File: config.mk
export PLATFORM = sky130hd
export DESIGN_NAME = cu_read_command_issue
export DESIGN_NICKNAME = d
export VERILOG_FILES = /design/src/rtl/cu_read_command_issue.sv
export SDC_FILE = /design/constraint.sdc
export NUM_CORES = 2
export LEC_CHECK = 0
export CORE_UTILIZATION = 45
export CTS_CLUSTER_DIAMETER = 50
export CTS_CLUSTER_SIZE = 30
export DETAILED_ROUTE_END_ITERATION = 8
export PLACE_DENSITY_LB_ADDON = 0.25
export REMOVE_ABC_BUFFERS = 1
export SLEW_MARGIN = 20
export SYNTH_ARGS = -nofsm -noshare
export SYNTH_HDL_FRONTEND = slang
export SYNTH_SLANG_ARGS = --single-unit
File: constraint.sdc
create_clock -name clock -period 13.05 [get_ports clock]
set_input_delay 3.915 -clock clock [delete_from_list [all_inputs] [get_ports clock]]
set_output_delay 3.915 -clock clock [all_outputs]
set_load 0.02 [all_outputs]
File: src/rtl/cu_read_command_issue.sv
// Read-command issue stage: buffers CU read commands, tags each one and forwards
// it to the PSL command interface while credits and the next tag are available.
module cu_read_command_issue #(
  parameter int unsigned FIFO_DEPTH   = 16,
  parameter int unsigned TAG_WIDTH    = 8,
  parameter int unsigned ADDR_WIDTH   = 64,
  parameter int unsigned SIZE_WIDTH   = 12,
  parameter int unsigned CMD_WIDTH    = 13,
  parameter int unsigned CREDIT_WIDTH = 8
) (
  input  logic                    clock,
  input  logic                    rstn,
  input  logic                    enabled_in,
  input  logic                    cmd_in_valid,
  input  logic [ADDR_WIDTH-1:0]   cmd_in_address,
  input  logic [SIZE_WIDTH-1:0]   cmd_in_size,
  input  logic [CMD_WIDTH-1:0]    cmd_in_cmd,
  output logic                    cmd_almost_full,
  input  logic                    credit_load,
  input  logic [CREDIT_WIDTH-1:0] credit_room_in,
  output logic                    psl_cmd_valid,
  output logic [TAG_WIDTH-1:0]    psl_cmd_tag,
  output logic [ADDR_WIDTH-1:0]   psl_cmd_address,
  output logic [SIZE_WIDTH-1:0]   psl_cmd_size,
  output logic [CMD_WIDTH-1:0]    psl_cmd_code,
  input  logic                    rsp_valid,
  input  logic [TAG_WIDTH-1:0]    rsp_tag,
  output logic [CREDIT_WIDTH-1:0] credits_out,
  output logic [TAG_WIDTH:0]      outstanding_count,
  output logic                    overflow_error,
  output logic                    tag_error
);
  localparam int unsigned PTR_W = $clog2(FIFO_DEPTH);
  localparam int unsigned NTAGS = 1 << TAG_WIDTH;
  localparam logic [PTR_W:0] DEPTH_C = (PTR_W+1)'(FIFO_DEPTH);
  localparam logic [PTR_W:0] AFULL_C = (PTR_W+1)'(FIFO_DEPTH - 2);

  typedef struct packed {
    logic [ADDR_WIDTH-1:0] addr;
    logic [SIZE_WIDTH-1:0] size;
    logic [CMD_WIDTH-1:0]  code;
  } cmd_t;

  logic                    in_valid_q;
  cmd_t                    in_cmd_q;
  cmd_t                    mem_q [FIFO_DEPTH];
  logic [PTR_W-1:0]        wr_ptr_q, rd_ptr_q;
  logic [PTR_W:0]          count_q, count_d;
  logic [NTAGS-1:0]        outstanding_q, outstanding_d;
  logic [TAG_WIDTH-1:0]    next_tag_q;
  logic [CREDIT_WIDTH-1:0] credits_q, credits_d;
  logic [TAG_WIDTH:0]      out_cnt_q, out_cnt_d;
  logic                    valid_q;
  logic [TAG_WIDTH-1:0]    tag_q;
  cmd_t                    out_q;
  logic                    afull_q, ovf_q, tag_err_q;
  logic                    rsp_hit, rsp_bad, tag_free, issue, push_ok;
  cmd_t                    head;

  always_comb begin
    head     = mem_q[rd_ptr_q];
    rsp_hit  = rsp_valid & outstanding_q[rsp_tag];
    rsp_bad  = rsp_valid & ~outstanding_q[rsp_tag];
    // A response retiring next_tag frees it for an issue in the same cycle.
    tag_free = ~outstanding_q[next_tag_q] | (rsp_hit & (rsp_tag == next_tag_q));
    issue    = enabled_in & (count_q != '0) & (credits_q != '0) & tag_free;
    push_ok  = in_valid_q & ((count_q < DEPTH_C) | issue);
  end

  always_comb begin
    count_d = count_q;
    if (push_ok && !issue)      count_d = count_q + 1'b1;
    else if (!push_ok && issue) count_d = count_q - 1'b1;

    outstanding_d = outstanding_q;
    if (rsp_hit) outstanding_d[rsp_tag]    = 1'b0;
    if (issue)   outstanding_d[next_tag_q] = 1'b1;

    out_cnt_d = out_cnt_q;
    if (rsp_hit && !issue)      out_cnt_d = out_cnt_q - 1'b1;
    else if (issue && !rsp_hit) out_cnt_d = out_cnt_q + 1'b1;

    // A load overrides any return or consumption in the same cycle.
    credits_d = credits_q;
    if (credit_load) begin
      credits_d = credit_room_in;
    end else if (rsp_hit && !issue) begin
      if (credits_q != '1) credits_d = credits_q + 1'b1;
    end else if (issue && !rsp_hit) begin
      credits_d = credits_q - 1'b1;
    end
  end

  always_ff @(posedge clock) begin
    if (rstn) begin
      in_valid_q    <= 1'b0;
      in_cmd_q      <= '0;
      wr_ptr_q      <= '0;
      rd_ptr_q      <= '0;
      count_q       <= '0;
      outstanding_q <= '0;
      next_tag_q    <= '0;
      credits_q     <= '0;
      out_cnt_q     <= '0;
      valid_q       <= 1'b0;
      tag_q         <= '0;
      out_q         <= '0;
      afull_q       <= 1'b0;
      ovf_q         <= 1'b0;
      tag_err_q     <= 1'b0;
    end else begin
      in_valid_q    <= cmd_in_valid;
      in_cmd_q      <= {cmd_in_address, cmd_in_size, cmd_in_cmd};
      if (push_ok) wr_ptr_q <= wr_ptr_q + 1'b1;
      if (issue)   rd_ptr_q <= rd_ptr_q + 1'b1;
      count_q       <= count_d;
      outstanding_q <= outstanding_d;
      credits_q     <= credits_d;
      out_cnt_q     <= out_cnt_d;
      afull_q       <= (count_d >= AFULL_C);
      valid_q       <= issue;
      if (issue) begin
        tag_q      <= next_tag_q;
        out_q      <= head;
        next_tag_q <= next_tag_q + 1'b1;
      end
      ovf_q     <= ovf_q | (in_valid_q & ~push_ok);
      tag_err_q <= tag_err_q | rsp_bad;
    end
  end

  always_ff @(posedge clock) begin
    if (push_ok) mem_q[wr_ptr_q] <= in_cmd_q;
  end

  assign cmd_almost_full   = afull_q;
  assign psl_cmd_valid     = valid_q;
  assign psl_cmd_tag       = tag_q;
  assign psl_cmd_address   = out_q.addr;
  assign psl_cmd_size      = out_q.size;
  assign psl_cmd_code      = out_q.code;
  assign credits_out       = credits_q;
  assign outstanding_count = out_cnt_q;
  assign overflow_error    = ovf_q;
  assign tag_error         = tag_err_q;
endmodule

# Word level (Yosys, flattened, before mapping)
# Memories as Yosys holds them, arrays and structs flattened. A register that Yosys moved wholly into a read port is not among the register bits.
# Cells that the tools add are included.
# W data, S select, Z words.
dict set report classes {
  n_addsub 9
  n_lt_le_gt_ge 6
  eq_ne 3
  muxes 20
  bitwise_logic 18
  reduce_logical 14
}
# op n
set op_table {}
lappend op_table {{$mux W256} 2}
lappend op_table {{$and A256 B256 Y256} 1}
lappend op_table {{$not A256 Y256} 1}
lappend op_table {{$or A256 B256 Y256} 1}
lappend op_table {{$mux W8} 4}
lappend op_table {{$lt A8 B9 Y1 const B} 2}
lappend op_table {{$mux W9} 2}
lappend op_table {{$add A8 B1 Y8 const B} 2}
lappend op_table {{$bmux W1 S8} 2}
lappend op_table {{$demux W1 S8} 2}
lappend op_table {{$ge A8 B1 Y1 const B} 2}
lappend op_table {{$mux W5} 2}
lappend op_table {{$add A9 B1 Y9 const B} 1}
lappend op_table {{$sub A9 B1 Y9 const B} 1}
lappend op_table {{$add A4 B1 Y4 const B} 2}
lappend op_table {{$and A1 B1 Y1} 8}
lappend op_table {{$eq A8 B8 Y1} 1}
lappend op_table {{$ne A8 B8 Y1 const B} 1}
lappend op_table {{$reduce_bool A8 Y1} 1}
lappend op_table {{$sub A8 B1 Y8 const B} 1}
lappend op_table {{$logic_and A1 B1 Y1} 6}
lappend op_table {{$mux W1} 6}
lappend op_table {{$add A5 B1 Y5 const B} 1}
lappend op_table {{$ge A5 B4 Y1 const B} 1}
lappend op_table {{10 further kinds} 17}
dict set report totals {
  ff_bits 396
  mem_bits_rw 1424
  in_bits 111
  output_inout_bits 118
  wordCells 87
  n_memories 1
}
# name depth word_bits rd rd_clocked_by_memory_dff wr line_no
set mem_list {}
lappend mem_list {mem_q 16 89 1 1 1 46} ;# cmd_t mem_q [FIFO_DEPTH];

# Longest topological paths before layout
dict set report logic_depth {
  word_depth 13
  ltp_mapped 30
  depth_no_buf 22
}

# Worst setup path after synthesis
# Ideal clock, no wire load.
dict set report synth_path {
  path_type {input -> register}
  start {input rsp_tag[0]}
  end {memory mem_q[0][0] in the netlist's numbering (enable)}
  setup_time_ns 0.646
  arrival_ns 12.366
  t_required_ns 12.404
  setup_slack_ns 0.038
  path_stages 15
  n_path_buf 4
  cell_sequence {buf_2 -> buf_4 -> and2_1 -> clkbuf_1 -> a22oi_1 -> a21oi_1 -> nor4_1 -> a311oi_2 -> a32oi_2 -> a31o_1 -> buf_6 -> inv_4 -> a21oi_2 -> nand2_1 -> nor3_1}
}
dict set report synth_between {
  elab_chain_cells 10
  word_cells_on_any_way 11
  cone_classes {eq/ne (1); mux (4); bitwise (6)}
}
# item line_no
set synth_rtl {}
lappend synth_rtl {{start, declared} 27} ;# input logic [TAG_WIDTH-1:0] rsp_tag,
lappend synth_rtl {{$bmux W1 S8} 62} ;# rsp_hit = rsp_valid & outstanding_q[rsp_tag];
lappend synth_rtl {{$mux W1 (implied by the code)} 62}
lappend synth_rtl {{$and A1 B1 Y1} 62}
lappend synth_rtl {{$and A1 B1 Y1 (*)} 65} ;# tag_free = ~outstanding_q[next_tag_q] | (rsp_hit & (rsp_tag == next_tag_q));
lappend synth_rtl {{$or A1 B1 Y1 (*)} 65}
lappend synth_rtl {{$and A1 B1 Y1 (*)} 66} ;# issue = enabled_in & (count_q != '0) & (credits_q != '0) & tag_free;
lappend synth_rtl {{$or A1 B1 Y1 (*)} 67} ;# push_ok = in_valid_q & ((count_q < DEPTH_C) | issue);
lappend synth_rtl {{$and A1 B1 Y1 (*)} 67}
lappend synth_rtl {{$mux W1 (*)} 133} ;# if (push_ok) mem_q[wr_ptr_q] <= in_cmd_q;
lappend synth_rtl {{$mux W1 (implied by the code) (*)} 133}
lappend synth_rtl {{end, declared} 46}
# Every way passes the cells marked *; elsewhere a longest branch is shown, timed or not. The select of a mux whose other input is x is not followed.

# Worst setup path in the final report
dict set report layout_path {
  start {input rsp_tag[5]}
  end {register out_cnt_q[8], in the netlist outstanding_count[8]}
}
dict set report layout_between {
  elab_chain_cells 9
  word_cells_on_any_way 13
  cone_classes {eq/ne (1); mux (3); bitwise (4); reduce/logical (5)}
}
# item line_no
set layout_rtl {}
lappend layout_rtl {{$bmux W1 S8} 62}
lappend layout_rtl {{$mux W1 (implied by the code)} 62}
lappend layout_rtl {{$and A1 B1 Y1} 62}
lappend layout_rtl {{$and A1 B1 Y1} 65}
lappend layout_rtl {{$or A1 B1 Y1} 65}
lappend layout_rtl {{$and A1 B1 Y1} 66}
lappend layout_rtl {{$logic_not A1 Y1} 80} ;# if (rsp_hit && !issue) out_cnt_d = out_cnt_q - 1'b1;
lappend layout_rtl {{$logic_and A1 B1 Y1} 80}
lappend layout_rtl {{$mux W9 / $reduce_bool A2 Y1 (equally long branches)} --}
lappend layout_rtl {{end signal, assigned} 119} ;# out_cnt_q <= out_cnt_d;
lappend layout_rtl {{end, declared} 52} ;# logic [TAG_WIDTH:0] out_cnt_q, out_cnt_d;
# Parallel ways exist; a longest one is shown, timed or not. The select of a mux whose other input is x is not followed.
# A chain may end at the register's enable or synchronous reset.

==> reports/metrics.csv <==
metric,value,unit
status,"finished, final reports clean",
Synth cell types,68,
Detail Placement HPWL,112200,um
die outline height,414.8,um
"EDFF count, synth",1424,
Static Leak,27.03,nW
WL/cell,27.87,um
Gate Count Post-Synth,4902,
htree depth,4,
hold path cells,2,
clock sink total,1909,
worst skew pair latency,0.83,ns
Num CTS Buffers,157,
Main synth FF type,edfxtp_1,
number of gates resized after CTS,0,
CP Max Fanout,30,
CTS tree,built,
slowest CP cell,clkdlybuf4s50_1,
main area contributors after synthesis,"edfxtp_1 (56%), dfxtp_1 (13%), mux4_2 (10%)",
register bit total from synthesis,1909,
Required @ worst endpoint,13.75,ns
Pre-antenna DRT Iters,6,
CP max stage delay,1.12,ns
Slew headroom,18.59,%
Root Driver,clkbuf_16,
"commonest cells after routing, fill and taps aside","edfxtp_1 (1424), o21ai_0 (576), dfxtp_1 (479)",
average size of a mapped cell,15.64,sq um
grt ovf,0,
first-pass GRT wire length,302900,um
Synth Cell Area,76670,sq um
CP endpoint kind,flip-flop,
via count,44797,
Vias/cell,6.066,
Hold Slack,0.4554,ns
max-cap violations,0,
final WL,205800,um
I/O pin total,229,
Fmax,96.48,MHz
cell accounting for the most synthesized area,edfxtp_1,
number of setup buffers added after CTS,0,
final-stage net count,5161,
"Seq/Total Area, Yosys",68.44,%
Clock Skews,0.06402,ns
Slew Limit Fails,0,
Clock Path Buffers,3,
DRC viols,0,
Yosys warning total,0,
RD Place Congestion,0.8984,
RSZ-0062 raised after global routing,false,
Reg2Reg Depth,22,
Layout area overhead,13.39,%
"Hold Vio Cnt, Final",0,
initial core utilization,45.29,%
Detail Route Antenna Nets,0,
CTS Hold Bufs,0,
maximum VDD drop,0.1310,mV
async set or reset register ratio after synthesis,0,%
filler cell count,13841,
Global Route Usage Sum,23.71,%
clock-pin transition on the worst setup and hold timing paths,0.08,ns
die area,172000,sq um
vias in the first global route,44350,
final setup violation count,0,
critical path type,in2reg,
share of cells above drive strength 1,16.13,%
pin count of the biggest net entering global routing,207,
"most common cell after layout, fill and taps aside",edfxtp_1,
Rows,151,
worst-margin pin slew,1.218,ns
period utilization,79.43,%
CP cell instances,"clkdlybuf4s50_1, nand2b_1, a21oi_1, nor4_1, a311oi_2, a32oi_2, a31o_4, inv_4, ha_1, xor2_1, ha_1, a21oi_1, o21ai_0, a221oi_1, o21ai_0, a221oi_1, inv_1, o21ai_0, a31oi_1, or3_1, a21oi_1",
min Tclk post-route,10.37,ns
core box area,169300,sq um
CP startpoint kind,input pin,
initial antenna violation count,8,
final total power,0.01401,W
# port buffers,228,
Hold Path Class,reg2reg,
Worst EP arrival,11.07,ns
Initial DRC Count,4661,
Synth top area share,55.77,%
pwr/cell area,161.1,nW/um^2
Die X,414.8,um
-- layer usage --
layer	track usage [%]	up-vias	share of wire (%)
met5	0	-	0.023
met4	7.966	8	3.3
met3	3.937	371	6.7
met2	39.21	1739	49
met1	31.86	23245	41
li1	-	19434	-
-- flip-flops by register name, summed over array words and instances, names as in the netlist --
signal / count
cmd_almost_full: 1
in_valid_q: 1
count_q: 5
outstanding_count: 9
outstanding_q: 256
overflow_error: 1
mem_q: 1424
psl_cmd_tag: 8
next_tag_q: 8
tag_error: 1
rd_ptr_q: 4
psl_cmd_address: 64
wr_ptr_q: 4
psl_cmd_valid: 1
psl_cmd_code: 13
credits_out: 8
psl_cmd_size: 12
in_cmd_q: 89
-- worst paths after layout --
kind | endpoint | start | slack, ns
setup reg to reg | outstanding_count[8] | next_tag_q[0] | 5.77
hold reg to reg | psl_cmd_address[19] | psl_cmd_address[19] | 0.46
hold / removal | psl_cmd_address[19] | psl_cmd_address[19] | 0.46
setup / recovery | outstanding_count[8] | rsp_tag[5] | 2.68
-- worst max-delay path, delay by kind of cell --
family / cells / cell delay, ns
simple gates: 3 / 1.59
fa+ha+maj: 2 / 0.78
buf+inv: 3 / 1.35
compound gates: 12 / 3.14
xor+xnor: 1 / 0.27
-- Yosys cell counts, types with 34 or more instances --
cell and number:
mux2_2 66, o21ai_0 576, mux2i_1 307, nor2b_1 364
dfxtp_1 485, a22oi_1 119, buf_1 48, buf_2 44
nor2_1 137, a21oi_1 137, o21ai_1 88, mux4_2 341
nand3_1 34, clkbuf_1 223, edfxtp_1 1424, a221oi_1 66
a311oi_1 63, nand2_1 139
-- final cells by class --
| cell class | instances | area, sq um | share of cell area (%) |
|---|---|---|---|
| clock buffers | 183 | 4285 | 4.929 |
| inverters | 24 | 92.59 | 0.1065 |
| clock inverters | 111 | 1451 | 1.669 |
| well taps | 2218 | 2775 | 3.192 |
| repair buffers | 314 | 3070 | 3.532 |
| diodes | 2 | 5.005 | 0.005757 |
| flip-flops and latches | 1909 | 52490 | 60.38 |
| multi-input cells | 2624 | 22770 | 26.19 |
-- through the flow --
stage / util (%) / setup TNS [ns] / cell area (sq um) / setup WS (ns) / instances
floorplan: - / -2275.00 / 75180 / -6.080 / 4557
global placement: 47.95 / 0 / 81180 / 2.173 / 7089
detailed placement: 47.96 / 0 / 81190 / 2.143 / 7089
CTS: 51.35 / 0 / 86930 / 2.955 / 7383
global route: 51.35 / 0 / 86930 / 2.270 / 7383
finish: 51.36 / 0 / 86940 / 2.685 / 7385
-- logic make-up after synthesis --
logic type | after synthesis | synth area share [%]
buf+inv | 369 | 2.064
fa+ha+maj | 20 | 0.3264
simple gates | 749 | 5.325
xor+xnor | 37 | 0.4227
compound gates | 1104 | 8.432
mux | 714 | 14.99
flops | 1909 | 68.44
-- power by group --
group	internal, W	switching, W
combinational	0.000836	0.00108
sequential	0.00670	0.000264
clock	0.00267	0.00247
total	0.0102	0.00381
No activity file was read; power rests on OpenSTA's default activity.
